**config.mk**
```make
export PLATFORM = sky130hd
export DESIGN_NAME = regfile_write_scheduler
export DESIGN_NICKNAME = d
export VERILOG_FILES = /design/src/rtl/regfile_write_scheduler_pkg.sv /design/src/rtl/wb_hold_slot.sv /design/src/rtl/regfile_write_scheduler.sv
export SDC_FILE = /design/constraint.sdc
export NUM_CORES = 1
export LEC_CHECK = 0
export ABC_AREA = 1
export CORE_MARGIN = 2
export CORE_UTILIZATION = 55
export DETAILED_ROUTE_END_ITERATION = 7
export GPL_TIMING_DRIVEN = 0
export MAX_ROUTING_LAYER = met4
export PLACE_DENSITY = 0.92
export SLEW_MARGIN = 5
export SYNTH_ARGS = -nofsm -noshare
export SYNTH_HDL_FRONTEND = slang
export SYNTH_HIERARCHICAL = 1
export SYNTH_SLANG_ARGS = --single-unit
```
**constraint.sdc**
```tcl
create_clock -name clk -period 4.9 [get_ports clk]
set_clock_uncertainty 0.2 [all_clocks]
set_input_delay 0.49 -clock clk [delete_from_list [all_inputs] [get_ports clk]]
set_output_delay 0.49 -clock clk [all_outputs]
set_load 0.05 [all_outputs]
```
**src/rtl/regfile_write_scheduler_pkg.sv**
```systemverilog
// Shared types for the register-file write scheduler.
// Source IDs, FSM states, widths and round-robin helpers.
package regfile_write_scheduler_pkg;

    localparam int REG_W   = 4;
    localparam int DATA_W  = 16;
    localparam int R15_IDX = 15;

    typedef enum logic [1:0] {
        SRC_A = 2'd0,
        SRC_M = 2'd1,
        SRC_X = 2'd2
    } src_e;

    typedef enum logic [1:0] {
        ST_IDLE  = 2'd0,
        ST_ARB   = 2'd1,
        ST_FORCE = 2'd2
    } state_e;

    // First occupied source at or after ptr, wrapping A -> M -> X.
    function automatic src_e rr_pick(input logic [2:0] occ,
                                     input src_e ptr);
        logic [2:0] idx;
        src_e       sel;
        sel = ptr;
        for (int i = 2; i >= 0; i--) begin
            idx = {1'b0, ptr} + 3'(i);
            if (idx >= 3'd3) idx = idx - 3'd3;
            if (occ[idx[1:0]]) sel = src_e'(idx[1:0]);
        end
        return sel;
    endfunction

    function automatic src_e next_src(input src_e s);
        case (s)
            SRC_A:   return SRC_M;
            SRC_M:   return SRC_X;
            default: return SRC_A;
        endcase
    endfunction

endpackage

```
**src/rtl/wb_hold_slot.sv**
```systemverilog
// Single-entry holding register for one writeback source.
// in_valid/in_ready accept a payload; take frees the slot; occ/payload show contents.
module wb_hold_slot #(
    parameter int W = 20
) (
    input  logic         clk,
    input  logic         rst,
    input  logic         in_valid,
    output logic         in_ready,
    input  logic [W-1:0] in_payload,
    input  logic         take,
    output logic         occ,
    output logic [W-1:0] payload
);

    logic acc;

    assign acc = in_valid & in_ready;

    // in_ready is registered so it never depends on in_valid.
    always_ff @(posedge clk or posedge rst) begin
        if (rst) begin
            occ      <= 1'b0;
            in_ready <= 1'b0;
            payload  <= '0;
        end else begin
            if (acc) begin
                occ     <= 1'b1;
                payload <= in_payload;
            end else if (take) begin
                occ <= 1'b0;
            end
            in_ready <= !(acc || (occ && !take));
        end
    end

endmodule

```
**src/rtl/regfile_write_scheduler.sv**
```systemverilog
// Shares the register_memory write port among ALU, load and mul/div writebacks,
// interleaving with decode reads; optional stats under REGFILE_SCHED_STATS_EN.
module regfile_write_scheduler
    import regfile_write_scheduler_pkg::*;
#(
    parameter int          MAX_DEFER = 3,
    parameter logic [15:0] R15_RESET = 16'h0000
) (
    input  logic              clk,
    input  logic              rst,
    input  logic              a_valid,
    output logic              a_ready,
    input  logic [REG_W-1:0]  a_reg,
    input  logic [DATA_W-1:0] a_data,
    input  logic              m_valid,
    output logic              m_ready,
    input  logic [REG_W-1:0]  m_reg,
    input  logic [DATA_W-1:0] m_data,
    input  logic              x_valid,
    output logic              x_ready,
    input  logic [REG_W-1:0]  x_reg,
    input  logic [DATA_W-1:0] x_data,
    input  logic [DATA_W-1:0] x_data15,
    input  logic              rd_req,
    output logic              rd_stall,
    output logic [15:0]       pending,
    output logic              rf_read_write_enable,
    output logic [REG_W-1:0]  rf_write_reg,
    output logic [DATA_W-1:0] rf_write_data,
    output logic [DATA_W-1:0] rf_write_reg_15
`ifdef REGFILE_SCHED_STATS_EN
    ,
    output logic [15:0]       stat_a,
    output logic [15:0]       stat_m,
    output logic [15:0]       stat_x,
    output logic [15:0]       stat_force
`endif
);

    localparam int AW = REG_W + DATA_W;
    localparam int XW = REG_W + 2 * DATA_W;
    localparam logic [3:0] MAX_D = 4'(MAX_DEFER);
    localparam logic [REG_W-1:0] R15 = REG_W'(R15_IDX);

    logic [AW-1:0] a_pl, m_pl;
    logic [XW-1:0] x_pl;
    logic [2:0]    occ, take, acc, rest_occ;

    state_e state_q, state_d;
    src_e   ptr_q, sel;
    logic [3:0] cnt_q, cnt_d;
    logic       grant;

    logic [REG_W-1:0]  reg_q, w_reg;
    logic [DATA_W-1:0] data_q, shadow_q, w_data, w15;

    logic [REG_W-1:0]  ar, mr, xr;
    logic [DATA_W-1:0] ad, md, xd, xd15;

    wb_hold_slot #(.W(AW)) u_slot_a (
        .clk(clk), .rst(rst),
        .in_valid(a_valid), .in_ready(a_ready),
        .in_payload({a_data, a_reg}),
        .take(take[0]), .occ(occ[0]), .payload(a_pl)
    );

    wb_hold_slot #(.W(AW)) u_slot_m (
        .clk(clk), .rst(rst),
        .in_valid(m_valid), .in_ready(m_ready),
        .in_payload({m_data, m_reg}),
        .take(take[1]), .occ(occ[1]), .payload(m_pl)
    );

    wb_hold_slot #(.W(XW)) u_slot_x (
        .clk(clk), .rst(rst),
        .in_valid(x_valid), .in_ready(x_ready),
        .in_payload({x_data15, x_data, x_reg}),
        .take(take[2]), .occ(occ[2]), .payload(x_pl)
    );

    assign ar   = a_pl[REG_W-1:0];
    assign ad   = a_pl[REG_W +: DATA_W];
    assign mr   = m_pl[REG_W-1:0];
    assign md   = m_pl[REG_W +: DATA_W];
    assign xr   = x_pl[REG_W-1:0];
    assign xd   = x_pl[REG_W +: DATA_W];
    assign xd15 = x_pl[AW +: DATA_W];

    assign acc = {x_valid & x_ready, m_valid & m_ready, a_valid & a_ready};

    always_comb begin
        sel      = rr_pick(occ, ptr_q);
        grant    = (|occ) &&
                   ((state_q == ST_ARB && !rd_req) || state_q == ST_FORCE);
        take     = grant ? (3'b001 << sel) : 3'b000;
        rest_occ = (occ & ~take) | acc;
    end

    always_comb begin
        state_d = state_q;
        cnt_d   = cnt_q;
        case (state_q)
            ST_IDLE: begin
                if (|acc) state_d = ST_ARB;
            end
            ST_ARB: begin
                if (!rd_req) begin
                    cnt_d = 4'd0;
                    if (!(|rest_occ)) state_d = ST_IDLE;
                end else begin
                    cnt_d = cnt_q + 4'd1;
                    if (cnt_q + 4'd1 == MAX_D) state_d = ST_FORCE;
                end
            end
            ST_FORCE: begin
                cnt_d   = 4'd0;
                state_d = (|rest_occ) ? ST_ARB : ST_IDLE;
            end
            default: begin
                state_d = ST_IDLE;
                cnt_d   = 4'd0;
            end
        endcase
    end

    // A high result destined for R15 takes priority over the low result.
    always_comb begin
        w_reg  = ar;
        w_data = ad;
        w15    = shadow_q;
        case (sel)
            SRC_A: begin
                w_reg  = ar;
                w_data = ad;
                w15    = (ar == R15) ? ad : shadow_q;
            end
            SRC_M: begin
                w_reg  = mr;
                w_data = md;
                w15    = (mr == R15) ? md : shadow_q;
            end
            SRC_X: begin
                w15    = xd15;
                w_reg  = xr;
                w_data = (xr == R15) ? xd15 : xd;
            end
            default: ;
        endcase
    end

    always_comb begin
        pending = '0;
        if (occ[0]) pending[ar] = 1'b1;
        if (occ[1]) pending[mr] = 1'b1;
        if (occ[2]) begin
            pending[xr]      = 1'b1;
            pending[R15_IDX] = 1'b1;
        end
    end

    assign rd_stall             = (state_q == ST_FORCE) && rd_req;
    assign rf_read_write_enable = !grant;
    assign rf_write_reg         = grant ? w_reg  : reg_q;
    assign rf_write_data        = grant ? w_data : data_q;
    assign rf_write_reg_15      = grant ? w15    : shadow_q;

    always_ff @(posedge clk or posedge rst) begin
        if (rst) begin
            state_q  <= ST_IDLE;
            cnt_q    <= 4'd0;
            ptr_q    <= SRC_A;
            reg_q    <= '0;
            data_q   <= '0;
            shadow_q <= R15_RESET;
        end else begin
            state_q <= state_d;
            cnt_q   <= cnt_d;
            if (grant) begin
                ptr_q    <= next_src(sel);
                reg_q    <= w_reg;
                data_q   <= w_data;
                shadow_q <= w15;
            end
        end
    end

`ifdef REGFILE_SCHED_STATS_EN
    always_ff @(posedge clk or posedge rst) begin
        if (rst) begin
            stat_a     <= '0;
            stat_m     <= '0;
            stat_x     <= '0;
            stat_force <= '0;
        end else begin
            if (take[0] && stat_a != 16'hFFFF) stat_a <= stat_a + 16'd1;
            if (take[1] && stat_m != 16'hFFFF) stat_m <= stat_m + 16'd1;
            if (take[2] && stat_x != 16'hFFFF) stat_x <= stat_x + 16'd1;
            if (state_q == ST_FORCE && stat_force != 16'hFFFF)
                stat_force <= stat_force + 16'd1;
        end
    end
`endif

endmodule

```
# Word-level counts from Yosys, hierarchy flattened
# Cells that the tools add are included.
[totals] ff_bits=126 inputBits=82 out_inout_bits=57
[classes] add_sub_neg=6 magnitude_cmp=12 eq_ne=11 shift=1 muxes=46 bitwise=8 n_reduce_logical=30
[ops] operator="$mux W16" count=8
[ops] operator="$pmux W16 S3" count=1
[ops] operator="$pmux W16 S2" count=1
[ops] operator="$mux W2" count=10
[ops] operator="$or A16 B16 Y16" count=1
[ops] operator="$pmux W4 S2" count=2
[ops] operator="$lt A4 B5 Y1 const B" count=3
[ops] operator="$or A15 B15 Y15" count=1
[ops] operator="$mux W1" count=13
[ops] operator="$demux W1 S4" count=3
[ops] operator="$eq A4 B4 Y1 const B" count=3
[ops] operator="$ge A4 B1 Y1 const B" count=3
[ops] operator="$logic_and A1 B1 Y1" count=9
[ops] operator="$lt A2 B3 Y1 const B" count=3
[ops] operator="$reduce_or A3 Y1" count=3
[ops] operator="$logic_not A1 Y1" count=8
[ops] operator="$mux W4" count=2
[ops] operator="$bmux W1 S2" count=3
[ops] operator="$ge A3 B2 Y1 const B" count=2
[ops] operator="$pmux W2 S3" count=1
[ops] operator="$reduce_bool A2 Y1" count=3
[ops] operator="$sub A2 B2 Y2 const B" count=3
[ops] operator="$add A4 B1 Y4 const B" count=1
[ops] operator="$eq A2 B1 Y1 const B" count=2
[ops] operator="other kinds (18)" count=25

# Logic depth before layout (Yosys ltp)
[logic_depth] word_depth=17 mapped_depth=20 depth_no_buf=20

# Modules after synthesis
# Netlist, hierarchy kept.
[by_module_without_submodules] module="regfile_write_scheduler" n_inst=1 cells_per_inst=583 area_each_um2=3769.9 seq_area_each_um2=1101.1
[by_module_without_submodules] module="wb_hold_slot (u_slot_a ...)" n_inst=2 cells_per_inst=95 area_each_um2=957.2 seq_area_each_um2=550.5
[by_module_without_submodules] module="wb_hold_slot (u_slot_x)" n_inst=1 cells_per_inst=165 area_each_um2=1515.2 seq_area_each_um2=950.9

# Worst setup path before layout
# No wires, ideal clock.
[synth_path] path_kind="flip-flop to output port" from="register ptr_q[0]" to="output port rf_write_reg[0]" arrival_ns=3.403 t_required_ns=4.210 slack_ns=0.807 path_stages_with_launch=16 n_path_buf=1 path_cell_list="dfrtp_1 -> inv_1 -> ha_1 -> nand3_1 -> inv_1 -> a211oi_1 -> nand2_1 -> nand2_1 -> o21ai_0 -> inv_1 -> ha_1 -> inv_1 -> clkbuf_1 -> o221ai_1 -> o21ai_0 -> o21ai_0"
[synth_via] elab_chain_cells=11
[synth_lines] element="from (decl)" line_no="regfile_write_scheduler.sv:50" text="src_e ptr_q, sel;"
[synth_lines] element="from (signal assigned)" line_no="regfile_write_scheduler.sv:179" text="ptr_q <= next_src(sel);"
[synth_lines] element="$add A2 B2 Y3" line_no="regfile_write_scheduler_pkg.sv:28" text="idx = {1'b0, ptr} + 3'(i);"
[synth_lines] element="$ge A3 B2 Y1 / $sub A2 B2 Y2 (equally long branches)" line_no="regfile_write_scheduler_pkg.sv:29" text="if (idx >= 3'd3) idx = idx - 3'd3;"
[synth_lines] element="$mux W2" line_no="regfile_write_scheduler_pkg.sv:29"
[synth_lines] element="$bmux W1 S2" line_no="regfile_write_scheduler_pkg.sv:30" text="if (occ[idx[1:0]]) sel = src_e'(idx[1:0]);"
[synth_lines] element="$mux W1 (not written as such)" line_no="regfile_write_scheduler_pkg.sv:30"
[synth_lines] element="$mux W2 (2 in series)" line_no="regfile_write_scheduler_pkg.sv:30"
[synth_lines] element="$mux W2 (*)" line_no="regfile_write_scheduler_pkg.sv:30"
[synth_lines] element="$eq A2 B2 Y1 / $eq A2 B1 Y1 (equally long branches)" line_no="regfile_write_scheduler.sv:131" text="case (sel)"
[synth_lines] element="$pmux W4 S2 (*)" line_no="regfile_write_scheduler.sv:131"
[synth_lines] element="$mux W4 (*)"
[synth_lines] element="to (decl)" line_no="regfile_write_scheduler.sv:28" text="output logic [REG_W-1:0] rf_write_reg,"
# Mark *: on every way between the ends. The rest lies on a longest branch, timed or not. The select of a mux whose other input is x is not followed.

# Worst setup path after layout
[layout_path] from="register ptr_q[1]" to="output port rf_write_data[15]"
[layout_via] elab_chain_cells=11
[layout_lines] element="$add A2 B2 Y3" line_no="regfile_write_scheduler_pkg.sv:28"
[layout_lines] element="$ge A3 B2 Y1 / $sub A2 B2 Y2 (equally long branches)" line_no="regfile_write_scheduler_pkg.sv:29"
[layout_lines] element="$mux W2" line_no="regfile_write_scheduler_pkg.sv:29"
[layout_lines] element="$bmux W1 S2" line_no="regfile_write_scheduler_pkg.sv:30"
[layout_lines] element="$mux W1 (not written as such)" line_no="regfile_write_scheduler_pkg.sv:30"
[layout_lines] element="$mux W2 (2 in series)" line_no="regfile_write_scheduler_pkg.sv:30"
[layout_lines] element="$mux W2 (*)" line_no="regfile_write_scheduler_pkg.sv:30"
[layout_lines] element="$eq A2 B2 Y1 / $eq A2 B1 Y1 (equally long branches)" line_no="regfile_write_scheduler.sv:131"
[layout_lines] element="$pmux W16 S2 (*)" line_no="regfile_write_scheduler.sv:131"
[layout_lines] element="$mux W16 (*)"
[layout_lines] element="to (decl)" line_no="regfile_write_scheduler.sv:29" text="output logic [DATA_W-1:0] rf_write_data,"
# Marked as above.

==> summary.txt <==
Run status
  – Outcome: finished clean

Clocking
  – Clock transition at path regs: 0.06 ns
  – Max Root-Sink Buffers: 2
  – Later-pin clock latency in the skew report: 0.43 ns
  – TritonCTS buffer count: 17
  – TritonCTS clock tree: done
  – Postcts setup bufs: 0
  – CTS Sinks: 126
  – Root Buffer: clkbuf_16
  – H-tree level count: 4
  – Hold_buf cts: 0

Route
  – Wire per inst: 18.35 microns
  – Post-route DRC: 0
  – Initial drt markers: 901
  – Via count: 7388
  – Drt via density: 5.772
  – Drt pass-1 iters: 5
  – Detail Route Antenna Nets: 0
  – Total Wirelength: 23.49 mm

Worst setup path
  – Crit. End Element: output port
  – Crit-path max FO: 10
  – CP Class: register to output port
  – Worst EP required: 4.21 ns
  – Worst path arrival time: 3.96 ns
  – CP Launch Type: register

Global routing
  – Largest net degree at the start of global routing: 41
  – Total GRT Usage: 35.68%
  – Initial antenna violation count: 0
  – First-pass GRT wire length: 37.92 mm
  – Vias in the first global route: 7381
  – Remaining global-route overflow: 0

Timing
  – Number of setup violations in the final report: 0
  – Unrepaired setup endpoints after global routing: false
  – Slew at the pin with the worst max-slew slack: 0.8851 ns
  – Fin Hold WS: 0.2723 ns
  – Fmax: 215.2 MHz
  – Period minus WS final: 4.646 ns
  – Final Hold Vio Count: 0
  – Tcrit/Tclk final: 94.81%
  – Relative slew slack: 40.93%
  – Pins over their slew limit: 0
  – Setup tns final: 0 ns

Final layout
  – Layout area overhead: 29.08%
  – Final instance area: 9293 sq um
  – Fraction of layout cells with a size suffix above 1: 16.70%
  – Ant. Diodes: 0
  – Area of the multi-input gates: 3343 sq um
  – FF/Latch Area: 3153 sq um
  – Total Nets Final: 1188
  – Fillers: 1036

Synth
  – Post-synth design cell area: 7199 sq um
  – Sequential area share after synthesis: 43.80%
  – Register bit total from synthesis: 126
  – Cell variety after synth: 33
  – Syn Nets: 1030
  – Yosys Warn Count: 6
  – Mapped Cells: 938
  – Syn Area/Cell: 7.675 sq um

Floorplan
  – Core area: 12720 sq um
  – Rows: 41
  – Die area: 14020 sq um
  – Starting density of the core: 56.59%
  – Die width: 118.4 microns
  – Die height: 118.4 microns
  – I/O pin total: 139

Placement
  – GPL Wtd Cong: 0.9418
  – Placed Area: 8816 sq um
  – PortBufs: 138
  – Detail Placement HPWL: 17.64 mm

Run
  – Maxcap violations: 0

Worst hold path
  – Worst hold path class: register to register
==> synthesized netlist by cell type <==
| library cell | count | area [sq um] |
|---|---|---|
| nor3_2 | 11 | 110.1 |
| nor3_1 | 24 | 120.1 |
| a22oi_1 | 1 | 7.510 |
| clkbuf_2 | 2 | 10.01 |
| dfrtp_1 | 126 | 3153 |
| clkbuf_4 | 2 | 15.01 |
| buf_2 | 18 | 90.09 |
| or2_1 | 1 | 6.260 |
| nand4_1 | 5 | 31.28 |
| o22ai_1 | 1 | 6.260 |
| a211oi_1 | 2 | 15.01 |
| clkinv_1 | 1 | 3.750 |
| xor2_1 | 2 | 17.52 |
| nand3_1 | 116 | 580.6 |
| a21oi_1 | 57 | 285.3 |
| buf_6 | 10 | 112.6 |
| clkbuf_1 | 15 | 56.30 |
| o21ai_1 | 2 | 10.01 |
| nand2_1 | 191 | 716.9 |
| o21ai_2 | 2 | 17.52 |
| nand3_2 | 1 | 10.01 |
| ha_1 | 10 | 125.1 |
| nor2_1 | 52 | 195.2 |
| nand2_2 | 63 | 394.1 |
| o21ai_0 | 83 | 415.4 |
| o221ai_1 | 3 | 26.28 |
| nor2_4 | 1 | 11.26 |
| buf_1 | 1 | 3.750 |
| or2_2 | 2 | 12.51 |
| inv_1 | 95 | 356.6 |
| o211ai_1 | 29 | 217.7 |
| and3_1 | 1 | 6.260 |
| buf_4 | 8 | 60.06 |
==> critical path, cell delays in order, from the launching register on <==
cell and delay, ns:
dfrtp_1 0.40, inv_1 0.11, ha_1 0.25, inv_1 0.10, nand3_1 0.09, inv_1 0.07
or2_2 0.30, nor2_1 0.09, nand2_1 0.05, o21ai_0 0.16, ha_1 0.35, inv_1 0.19
clkbuf_1 0.25, a21oi_1 0.15, o21ai_0 0.14, a21oi_1 0.22, o21ai_0 0.20, nand2_1 0.13
clkbuf_2 0.28
==> layout make-up <==
class	instances	share of cell area, %
multi-input cells	660	35.98
flip-flops and latches	126	33.93
repair buffers	139	13.90
clock buffers	21	4.955
inverters	96	3.878
plain buffers	56	3.824
well taps	172	2.316
clock inverters	10	1.225
==> through the flow <==
stage | utilization [%] | std cells | worst slack, ns
finish | 73.04 | 1280 | 0.2541
global placement | 69.14 | 1248 | 0.3261
detailed placement | 69.30 | 1249 | 0.3372
CTS | 73.56 | 1280 | 0.001354
floorplan | - | 938 | 0.8071
global route | 73.04 | 1280 | 0.004683
==> metal layers <==
metal	wire [microns]	GRT usage, %
met3	1715	7.046
met4	1028	16.52
met1	9251	43.58
met2	11490	57.33
met5	0	-
==> sequential cells by signal, indices dropped and copies added, names as in the netlist <==
| register | cells |
|---|---|
| cnt_q | 4 |
| data_q | 16 |
| ptr_q | 2 |
| reg_q | 4 |
| shadow_q | 16 |
| state_q | 2 |
| u_slot_a/in_ready | 1 |
| u_slot_a/occ | 1 |
| u_slot_a/payload | 20 |
| u_slot_m/in_ready | 1 |
| u_slot_m/occ | 1 |
| u_slot_m/payload | 20 |
| u_slot_x/in_ready | 1 |
| u_slot_x/occ | 1 |
| u_slot_x/payload | 36 |
==> path summary, 6_finish.rpt <==
check	start	slack [ns]	depth (start not counted)	end
worst max-delay path	ptr_q[1]	0.25	18	rf_write_data[15]
worst min-delay path	u_slot_x/payload[14]	0.27	2	u_slot_x/payload[14]
worst max register to register	ptr_q[1]	1.38	17	data_q[15]
worst min register to register	u_slot_x/payload[14]	0.27	2	u_slot_x/payload[14]
max in group asynchronous	rst	3.31	2	u_slot_m/payload[13]
min in group asynchronous	rst	0.33	2	reg_q[2]
==> cell families (layout without fill, tap and decap cells) <==
group	after synthesis	count (layout)	share of synthesized area, %
AOI/OAI and AO/OA	180	180	13.90
xor gates and xnor gates	2	2	0.2434
adders and majority gates	10	10	1.738
buffers and inverters	152	322	9.837
DFF	126	126	43.80
and+or+nand+nor	468	468	30.48
==> cells in the final DEF (no fill, tap or decap), drive strengths merged <==
cell type / instances
a22oi: 1
o22ai: 1
nand3: 117
clkbuf: 65
clkdlybuf4s50: 102
buf: 39
clkinvlp: 1
o21ai: 87
dlygate4sd2: 2
dfrtp: 126
nand2: 254
dlymetal6s2s: 8
ha: 10
a211oi: 2
nor3: 35
nand4: 5
inv: 96
o221ai: 3
a21oi: 57
bufinv: 2
nor2: 53
or2: 3
xor2: 2
clkinv: 7
and3: 1
o211ai: 29
==> timing repair <==
item,CTS,global route
resized for setup,27,77
gates cloned,0,0
endpoints found under the setup margin,28,36
Power is not shown: default switching activity piles up to over one toggle a cycle in this logic, so the estimate is an artifact.
